## src/rtl/freelist_nway_if.sv

```systemverilog
// Rename-side bundle for the N-way physical-register free list.
// "master" is the rename/retire logic; "slave" is the free list.
interface freelist_nway_if #(
    parameter int WAYS = 2,
    parameter int PW   = 6
);
    logic                 stall;
    logic                 rollback;
    logic [WAYS-1:0]      alloc_req;
    logic [WAYS*PW-1:0]   alloc_tag;
    logic                 alloc_ok;
    logic [WAYS-1:0]      retire_alloc;
    logic [WAYS-1:0]      free_en;
    logic [WAYS*PW-1:0]   free_tag;
    logic [PW:0]          free_count;
    logic                 empty;
    logic                 overflow_err;

    modport master (
        output stall, rollback, alloc_req, retire_alloc, free_en, free_tag,
        input  alloc_tag, alloc_ok, free_count, empty, overflow_err
    );

    modport slave (
        input  stall, rollback, alloc_req, retire_alloc, free_en, free_tag,
        output alloc_tag, alloc_ok, free_count, empty, overflow_err
    );
endinterface

```

## src/rtl/freelist_nway.sv

```systemverilog
// N-way circular free list of physical register tags with a retirement head
// for single-cycle reclaim of speculative allocations on rollback.
module freelist_nway #(
    parameter int WAYS     = 2,
    parameter int NUM_PREG = 64,
    parameter int NUM_AREG = 32,
    localparam int PW      = $clog2(NUM_PREG),
    localparam int DEPTH   = NUM_PREG - NUM_AREG,
    localparam int AW      = $clog2(DEPTH)
) (
    input  logic clock,
    input  logic reset,
    freelist_nway_if.slave fl
);
    // Pointers carry one wrap bit above the index; DEPTH is a power of two.
    localparam logic [AW:0] DEPTH_P = (AW+1)'(DEPTH);

    logic [PW-1:0] entry_reg [DEPTH];
    logic [AW:0]   spec_head_reg, retire_head_reg, tail_reg, count_reg;
    logic          overflow_reg;

    logic [AW:0]   spec_head_next, retire_head_next, tail_next, count_next;
    logic          overflow_next;

    logic [AW:0]   req_pre  [WAYS+1];
    logic [AW:0]   free_pre [WAYS+1];
    logic [AW:0]   ret_pre  [WAYS+1];
    logic [WAYS-1:0] free_vld;
    logic [WAYS-1:0] free_acc;
    logic [AW-1:0] rd_idx [WAYS];
    logic [AW-1:0] wr_idx [WAYS];

    logic [AW:0]   n_req, n_free, n_ret, n_acc, space;
    logic          alloc_ok;

    assign req_pre[0]  = '0;
    assign free_pre[0] = '0;
    assign ret_pre[0]  = '0;
    assign space       = DEPTH_P - count_reg;

    generate
        for (genvar gi = 0; gi < WAYS; gi++) begin : g_lane
            assign req_pre[gi+1] = req_pre[gi] + (AW+1)'(fl.alloc_req[gi]);
            assign ret_pre[gi+1] = ret_pre[gi] + (AW+1)'(fl.retire_alloc[gi]);

            // Tag 0 is the hardwired zero register and must never enter the list.
            assign free_vld[gi]   = fl.free_en[gi] && (fl.free_tag[gi*PW +: PW] != '0);
            assign free_pre[gi+1] = free_pre[gi] + (AW+1)'(free_vld[gi]);
            assign free_acc[gi]   = free_vld[gi] && (free_pre[gi] < space);

            assign rd_idx[gi] = spec_head_reg[AW-1:0] + req_pre[gi][AW-1:0];
            assign wr_idx[gi] = tail_reg[AW-1:0] + free_pre[gi][AW-1:0];

            assign fl.alloc_tag[gi*PW +: PW] = fl.alloc_req[gi] ? entry_reg[rd_idx[gi]] : '0;
        end
    endgenerate

    assign n_req  = req_pre[WAYS];
    assign n_free = free_pre[WAYS];
    assign n_ret  = ret_pre[WAYS];
    assign n_acc  = (n_free > space) ? space : n_free;

    assign alloc_ok = !reset && !fl.stall && !fl.rollback && (n_req <= count_reg);

    always_comb begin
        retire_head_next = retire_head_reg + n_ret;
        spec_head_next   = spec_head_reg;
        if (fl.rollback) begin
            spec_head_next = retire_head_reg + n_ret;
        end else if (alloc_ok) begin
            spec_head_next = spec_head_reg + n_req;
        end
        tail_next     = tail_reg + n_acc;
        count_next    = tail_next - spec_head_next;
        overflow_next = overflow_reg || (n_free > space);
    end

    always_ff @(posedge clock or posedge reset) begin
        if (reset) begin
            spec_head_reg   <= '0;
            retire_head_reg <= '0;
            // Index 0 with the wrap bit set: the list starts completely full.
            tail_reg        <= DEPTH_P;
            count_reg       <= DEPTH_P;
            overflow_reg    <= 1'b0;
        end else begin
            spec_head_reg   <= spec_head_next;
            retire_head_reg <= retire_head_next;
            tail_reg        <= tail_next;
            count_reg       <= count_next;
            overflow_reg    <= overflow_next;
        end
    end

    always_ff @(posedge clock or posedge reset) begin
        if (reset) begin
            for (int e = 0; e < DEPTH; e++) begin
                entry_reg[e] <= PW'(NUM_AREG + e);
            end
        end else begin
            for (int k = 0; k < WAYS; k++) begin
                if (free_acc[k]) begin
                    entry_reg[wr_idx[k]] <= fl.free_tag[k*PW +: PW];
                end
            end
        end
    end

    assign fl.alloc_ok     = alloc_ok;
    assign fl.free_count   = (PW+1)'(count_reg);
    assign fl.empty        = (count_reg == '0);
    assign fl.overflow_err = overflow_reg;
endmodule

```

## src/flat_wrapper.sv

```systemverilog
// flat-port wrapper written by rule: the top's interface ports become plain ports
module freelist_nway_flat 
#(
    parameter int WAYS     = 2,
    parameter int NUM_PREG = 64,
    parameter int NUM_AREG = 32,
    localparam int PW      = $clog2(NUM_PREG),
    localparam int DEPTH   = NUM_PREG - NUM_AREG,
    localparam int AW      = $clog2(DEPTH)
)
  (clock, reset, fl_stall, fl_rollback, fl_alloc_req, fl_retire_alloc, fl_free_en, fl_free_tag, fl_alloc_tag, fl_alloc_ok, fl_free_count, fl_empty, fl_overflow_err);
  freelist_nway_if #(.WAYS(WAYS), .PW((6))) fl_i ();
  input  logic clock;
  input  logic reset;
  input wire logic [$bits(fl_i.stall)-1:0] fl_stall;
  input wire logic [$bits(fl_i.rollback)-1:0] fl_rollback;
  input wire logic [$bits(fl_i.alloc_req)-1:0] fl_alloc_req;
  input wire logic [$bits(fl_i.retire_alloc)-1:0] fl_retire_alloc;
  input wire logic [$bits(fl_i.free_en)-1:0] fl_free_en;
  input wire logic [$bits(fl_i.free_tag)-1:0] fl_free_tag;
  output wire logic [$bits(fl_i.alloc_tag)-1:0] fl_alloc_tag;
  output wire logic [$bits(fl_i.alloc_ok)-1:0] fl_alloc_ok;
  output wire logic [$bits(fl_i.free_count)-1:0] fl_free_count;
  output wire logic [$bits(fl_i.empty)-1:0] fl_empty;
  output wire logic [$bits(fl_i.overflow_err)-1:0] fl_overflow_err;
  assign fl_i.stall = fl_stall;
  assign fl_i.rollback = fl_rollback;
  assign fl_i.alloc_req = fl_alloc_req;
  assign fl_i.retire_alloc = fl_retire_alloc;
  assign fl_i.free_en = fl_free_en;
  assign fl_i.free_tag = fl_free_tag;
  assign fl_alloc_tag = fl_i.alloc_tag;
  assign fl_alloc_ok = fl_i.alloc_ok;
  assign fl_free_count = fl_i.free_count;
  assign fl_empty = fl_i.empty;
  assign fl_overflow_err = fl_i.overflow_err;
  freelist_nway #(.WAYS(WAYS), .NUM_PREG(NUM_PREG), .NUM_AREG(NUM_AREG)) u_core (.clock(clock), .reset(reset), .fl(fl_i));
endmodule
```

## config.mk

```make
export PLATFORM = sky130hd
export DESIGN_NAME = freelist_nway_flat
export DESIGN_NICKNAME = d
export VERILOG_FILES = /design/src/rtl/freelist_nway_if.sv /design/src/rtl/freelist_nway.sv /design/src/flat_wrapper.sv
export SDC_FILE = /design/constraint.sdc
export NUM_CORES = 1
export LEC_CHECK = 0
export BUFFER_PORTS_ARGS = -buffer_cell sky130_fd_sc_hd__buf_2
export CAP_MARGIN = 10
export CORE_MARGIN = 4
export CORE_UTILIZATION = 50
export DETAILED_ROUTE_END_ITERATION = 10
export GPL_TIMING_DRIVEN = 0
export PLACE_DENSITY = 0.66
export RECOVER_POWER = 100
export SYNTH_ARGS = -nofsm -noshare
export SYNTH_HDL_FRONTEND = slang
export SYNTH_SLANG_ARGS = --single-unit
```

## constraint.sdc

```tcl
create_clock -name clock -period 7.5 [get_ports clock]
set_input_delay 0.75 -clock clock [delete_from_list [all_inputs] [get_ports clock]]
set_output_delay 0.75 -clock clock [all_outputs]
set_load 0.05 [all_outputs]
```

* After elaboration in Yosys (flattened, before gate mapping)
Cells that the tools add are included.
Word-level totals: output and inout bits 22, register bits after elaboration 217
Operators by class: order comparisons 10, bitwise operators 4, add/sub/neg operators 10, reduce and logical (&&, ||, !) cells 16, muxes and demuxes 19
Operators with widths (number):
- bitwise mux 192 bit | 2
- two-way mux 192 bit | 2
- two-way mux 6 bit | 11
- binary-select mux 6 bit (select 5 bit) | 2
- demux 6 bit (select 5 bit) | 2
- >= comparator 6 bit (second input constant) | 4
- NOT 5 -> 6 bit | 4
- adder 6 bit | 3
- < comparator 6 x 1 -> 1 bit (second input constant) | 2
- nonzero test 6 bit | 2
- adder 5 x 1 -> 5 bit | 2
- logical AND 1 bit | 9
- adder 1 x 1 -> 2 bit | 3
- > comparator 6 bit | 1
- less-or-equal comparator 6 bit | 1
- zero test 6 bit | 1
- < comparator 1 x 6 -> 1 bit | 1
- < comparator 1 x 6 -> 1 bit (first input constant) | 1
- subtractor 6 bit | 1
- subtractor 6 bit (first input constant) | 1
- zero test 1 bit | 3
- logical OR 1 bit | 1

* Depth between registers and ports, before layout
depth after elaboration 10, gate-level depth with buffers 22

* Least setup slack after synthesis
No wires, ideal clock.
path kind input to register, start point input fl_free_tag[0], end point register u_core.count_reg[5], stages on the path 20, buffers on the path 3, library setup time 75 ps, path slack 2080 ps, arrival 5345 ps, cell sequence or4_4 -> o21ai_4 -> buf_2 -> buf_6 -> buf_2 -> xnor2_1 -> ha_1 -> a2111oi_0 -> mux2i_1 -> ha_1 -> inv_1 -> fa_1 -> inv_1 -> ha_1 -> nor2b_1 -> nor3_1 -> o21bai_1 -> a21oi_1 -> xnor2_1 -> xnor2_1
On the way: longest elaborated chain between the ends 7
RTL lines:
- from (decl) | line flat_wrapper.sv:20 | input wire logic [$bits(fl_i.free_tag)-1:0] fl_free_tag;
- nonzero test 6 bit (*) | line freelist_nway.sv:47 | assign free_vld[gi] = fl.free_en[gi] && (fl.free_tag[gi*PW +: PW] != '0);
- logical AND 1 bit (*) | line freelist_nway.sv:47
- adder 1 x 1 -> 2 bit (*) | line freelist_nway.sv:48 | assign free_pre[gi+1] = free_pre[gi] + (AW+1)'(free_vld[gi]);
- > comparator 6 bit | line freelist_nway.sv:61 | assign n_acc = (n_free > space) ? space : n_free;
- two-way mux 6 bit (*) | line freelist_nway.sv:61
- adder 6 bit (*) | line freelist_nway.sv:73 | tail_next = tail_reg + n_acc;
- via u_core.tail_next[1] | line freelist_nway.sv:22 | logic [AW:0] spec_head_next, retire_head_next, tail_next, count_next;
- subtractor 6 bit (*) | line freelist_nway.sv:74 | count_next = tail_next - spec_head_next;
- via u_core.count_next[5] | line freelist_nway.sv:22
- to (signal assigned) | line freelist_nway.sv:90 | count_reg <= count_next;
- to (decl) | line freelist_nway.sv:19 | logic [AW:0] spec_head_reg, retire_head_reg, tail_reg, count_reg;
The timed path passes the listed nets; every way through them passes the cells marked *.

* Worst setup path in the final report
Same ends and word-level chain as after synthesis.

==> impl_results.md <==
- Status: finished, violations left
- Failing checks: capacitance limit, slew limit
- Synth top area cells: mux2_2, dfstp_2, dfrtp_1
- Clock Skew: around 0.016 ns
- Detail Route Antenna Nets: 0
- Primary FF master, synth: dfstp_2
- Leakage power: 6.421 nW
- Num CTS Buffers: 26
- Fillers: between 2000 and 3000
- Max incr delay on CP: ~0.75 ns
- Ys async rst share: 1.000
- FF+latch count, synth: about 220
- Final core utilization: 0.5635
- Vias in the first global route: roughly 12000
- Largest net degree at the start of global routing: 121
- Sum Neg Setup Slack: 0 ns
- Routed WL: ~56000 µm
- CTS resizes: 0
- Routability Congestion: ~1.0
- Cell taking the most area after synthesis: mux2_2
- Register area share after synthesis: 0.3661
- Final Hold Fails: 0
- Crit Path Category: in2reg
- Crit path capture type: flop
- First-pass iteration count of the detailed router: 7
- RSZ-0062 raised after global routing: false
- Worst vdd ir: between 200 and 250 µV
- Die X: around 180 µm
- CTS tree: yes
- Root Buffer: clkbuf_16
- Worst hold path type: reg2reg
- Tot GR Track Use: 0.3337
- Top-area cell type share of the netlist area: 0.2463
- Post-DR wirelength/cell: 32.96 µm
- Number of synthesized flops with an enable pin: 0
- Final global-route overflow total: 0
- Post CTS Setup Buffer Count: 0
- Synth cell types: just under 60
- # H-tree levels: 1
- Clk_lat worst skew: around 0.56 ns
- Mapped Area: between 15000 and 20000 µm²
- HPWL after DPL: 40020 µm
- Register area: ~5600 µm²
- Slew Limit Headroom: -1.987
- CP max stage cell: clkbuf_1
- Crit Path Max Fanout: 10
- Power Dens Cells: about 520 nW/µm²
- Initial Util: 0.5096
- Core Region: roughly 30000 µm²
- Mean area per synthesized cell: approximately 13 µm²
- Layout Cells excl Fill: between 1500 and 2000
- Warnings from Yosys: 0
- CP Data Required Time: 7.97 ns
- Clk pin slew, worst setup/hold paths: 0.06 ns
- First-pass GRT wire length: a little over 80000 µm
- Mapped Cells: around 1200
- Arrival time worst endpoint: ~7.0 ns
- Height of the die: 182.5 µm
- Area grow syn2layout: 10.59%
- Cells after DPL: between 1500 and 2000
- Final Critical Period: between 6 and 7 ns
- Max Freq: 153.6 MHz
- Hold Buf Count CTS: 0
- IO Pins: between 40 and 50
- Max reg flops: about 190
- Num rows: 63
- Multi-input combinational cell area: 9097 µm²
- DR iter-0 viols: around 1700
- Power consumption: between 8 and 9 mW
- Clk sink count: 217
- Crit path cell chain: buf_2, or4_4, o21ai_4, clkbuf_1, buf_6, clkbuf_1, xnor2_1, ha_1, a2111oi_0, clkbuf_1, mux2i_1, ha_1, inv_1, fa_1, xnor2_1, ha_1, o21ai_0, o21bai_1, a21oi_1, xnor2_1, xnor2_1
- Initial antenna violation count: 2
- Via count: 11750
- Critical Path Source Type: input port
- Vias/cell: a little under 7
- DRC: 0
- Worst path most repeated cell: xnor2_1
- Max-slew violations: roughly 120
- Max clock buf depth: 3
- MaxCap Viol Count: 4
- Layout Nets: roughly 1300
- IO Port Bufs: 42
- Worst-margin pin slew: 4.456 ns
- Layout cells sized above 1: 0.5027
- Final setup fails: 0
- Period utilisation layout: 0.8681
- Die footprint: 33300 µm²
## critical path, delay by kind of cell
family,cells,cell delay [ns]
multiplexers,1,0.23
AO/OA/AOI/OAI,5,1.24
adder cells (fa/ha/maj),4,1.29
XOR/XNOR,4,0.84
AND/OR/NAND/NOR,1,0.57
buffers and inverters,6,2.05
## stage by stage
stage	instance area [µm²]	worst slack, ns	hold WS, ns
floorplan	15230	1.003	0.4359
global placement	15930	-1.931	0.4472
detailed placement	16010	0.8753	0.4536
CTS	16920	1.418	0.3600
global route	16830	0.7559	0.4717
finish	16830	0.9891	0.4596
## path summary, 6_finish.rpt
| check | slack (ns) | from | to | cells past startpoint |
|---|---|---|---|---|
| max in group asynchronous | 3.91 | reset | u_core.entry_reg[75]$_DFF_PP0_ | 2 |
| worst max-delay path | 0.99 | fl_free_tag[0] | u_core.count_reg[5]$_DFF_PP1_ | 21 |
| worst max register to register | 1.87 | u_core.spec_head_reg[1]$_DFF_PP0_ | u_core.count_reg[5]$_DFF_PP1_ | 15 |
| worst min register to register | 0.46 | u_core.retire_head_reg[5]$_DFF_PP0_ | u_core.retire_head_reg[5]$_DFF_PP0_ | 1 |
| worst min-delay path | 0.46 | u_core.retire_head_reg[5]$_DFF_PP0_ | u_core.retire_head_reg[5]$_DFF_PP0_ | 1 |
| min in group asynchronous | 1.52 | reset | u_core.retire_head_reg[3]$_DFF_PP0_ | 2 |
## routing by layer
layer,routed length (µm),up-vias,global-route usage,share of wire
li1,-,4789,-,-
met1,22120,6029,0.4522,0.39
met2,25140,743,0.5167,0.45
met3,5921,193,0.08471,0.11
met4,3143,0,0.1318,0.056
met5,0,-,0,0
## cells in the final DEF, fill, tap and decap left out, drive strengths merged, types with 27 or more instances in the layout
| cell type | instances |
|---|---|
| mux2i | 41 |
| nand2 | 63 |
| o21ai | 41 |
| buf | 46 |
| dfstp | 114 |
| mux2 | 339 |
| nor2 | 27 |
| dfrtp | 103 |
| clkbuf | 148 |
| nand3 | 32 |
| nor4 | 34 |
| mux4 | 96 |
## cell families (layout without fill, tap and decap cells)
logic type      count (synthesis)  after routing  share of synthesized area
compound gates                103            103                    0.04537
xor+xnor                       28             28                    0.01660
fa+ha+maj                      29             29                    0.02581
buf+inv                       127            226                    0.03378
flops                         217            217                     0.3661
mux                           476            476                     0.4212
other cells                     1              6                  0.0002463
simple gates                  234            234                    0.09090
## synthesized netlist by cell type (all sizes together) (3+ instances only)
cell / n
nor3: 10
xnor2: 20
dfrtp: 103
nor4: 34
fa: 4
mux2: 339
nor2: 27
or2: 4
nand2b: 4
and2: 7
nor2b: 18
a21o: 6
ha: 25
a2111oi: 8
nand3: 32
xor2: 8
nand3b: 3
mux2i: 41
inv: 26
or4: 6
buf: 29
and3: 11
o21ai: 41
nand2: 63
or4b: 8
mux4: 96
a21oi: 10
dfstp: 114
or3: 3
o21a: 3
clkbuf: 72
a211oi: 11
a32oi: 12
## cell type report
| class | count | area share |
|---|---|---|
| timing repair buffer | 51 | 0.01494 |
| inverter | 26 | 0.005871 |
| buffer | 101 | 0.02438 |
| sequential | 217 | 0.3310 |
| clock buffer | 42 | 0.05061 |
| clock inverter | 6 | 0.003493 |
| tap | 390 | 0.02899 |
| antenna | 2 | 0.0002973 |
| multi-input combinational | 874 | 0.5404 |
## power by group
part           total [mW]  switching, mW  internal (mW)  leakage (nW)
sequential           2.49          0.524           1.97          2.45
combinational        4.91           2.69           2.22          3.51
clock                1.34          0.532          0.806         0.456
No activity file was read; power rests on OpenSTA's default activity.
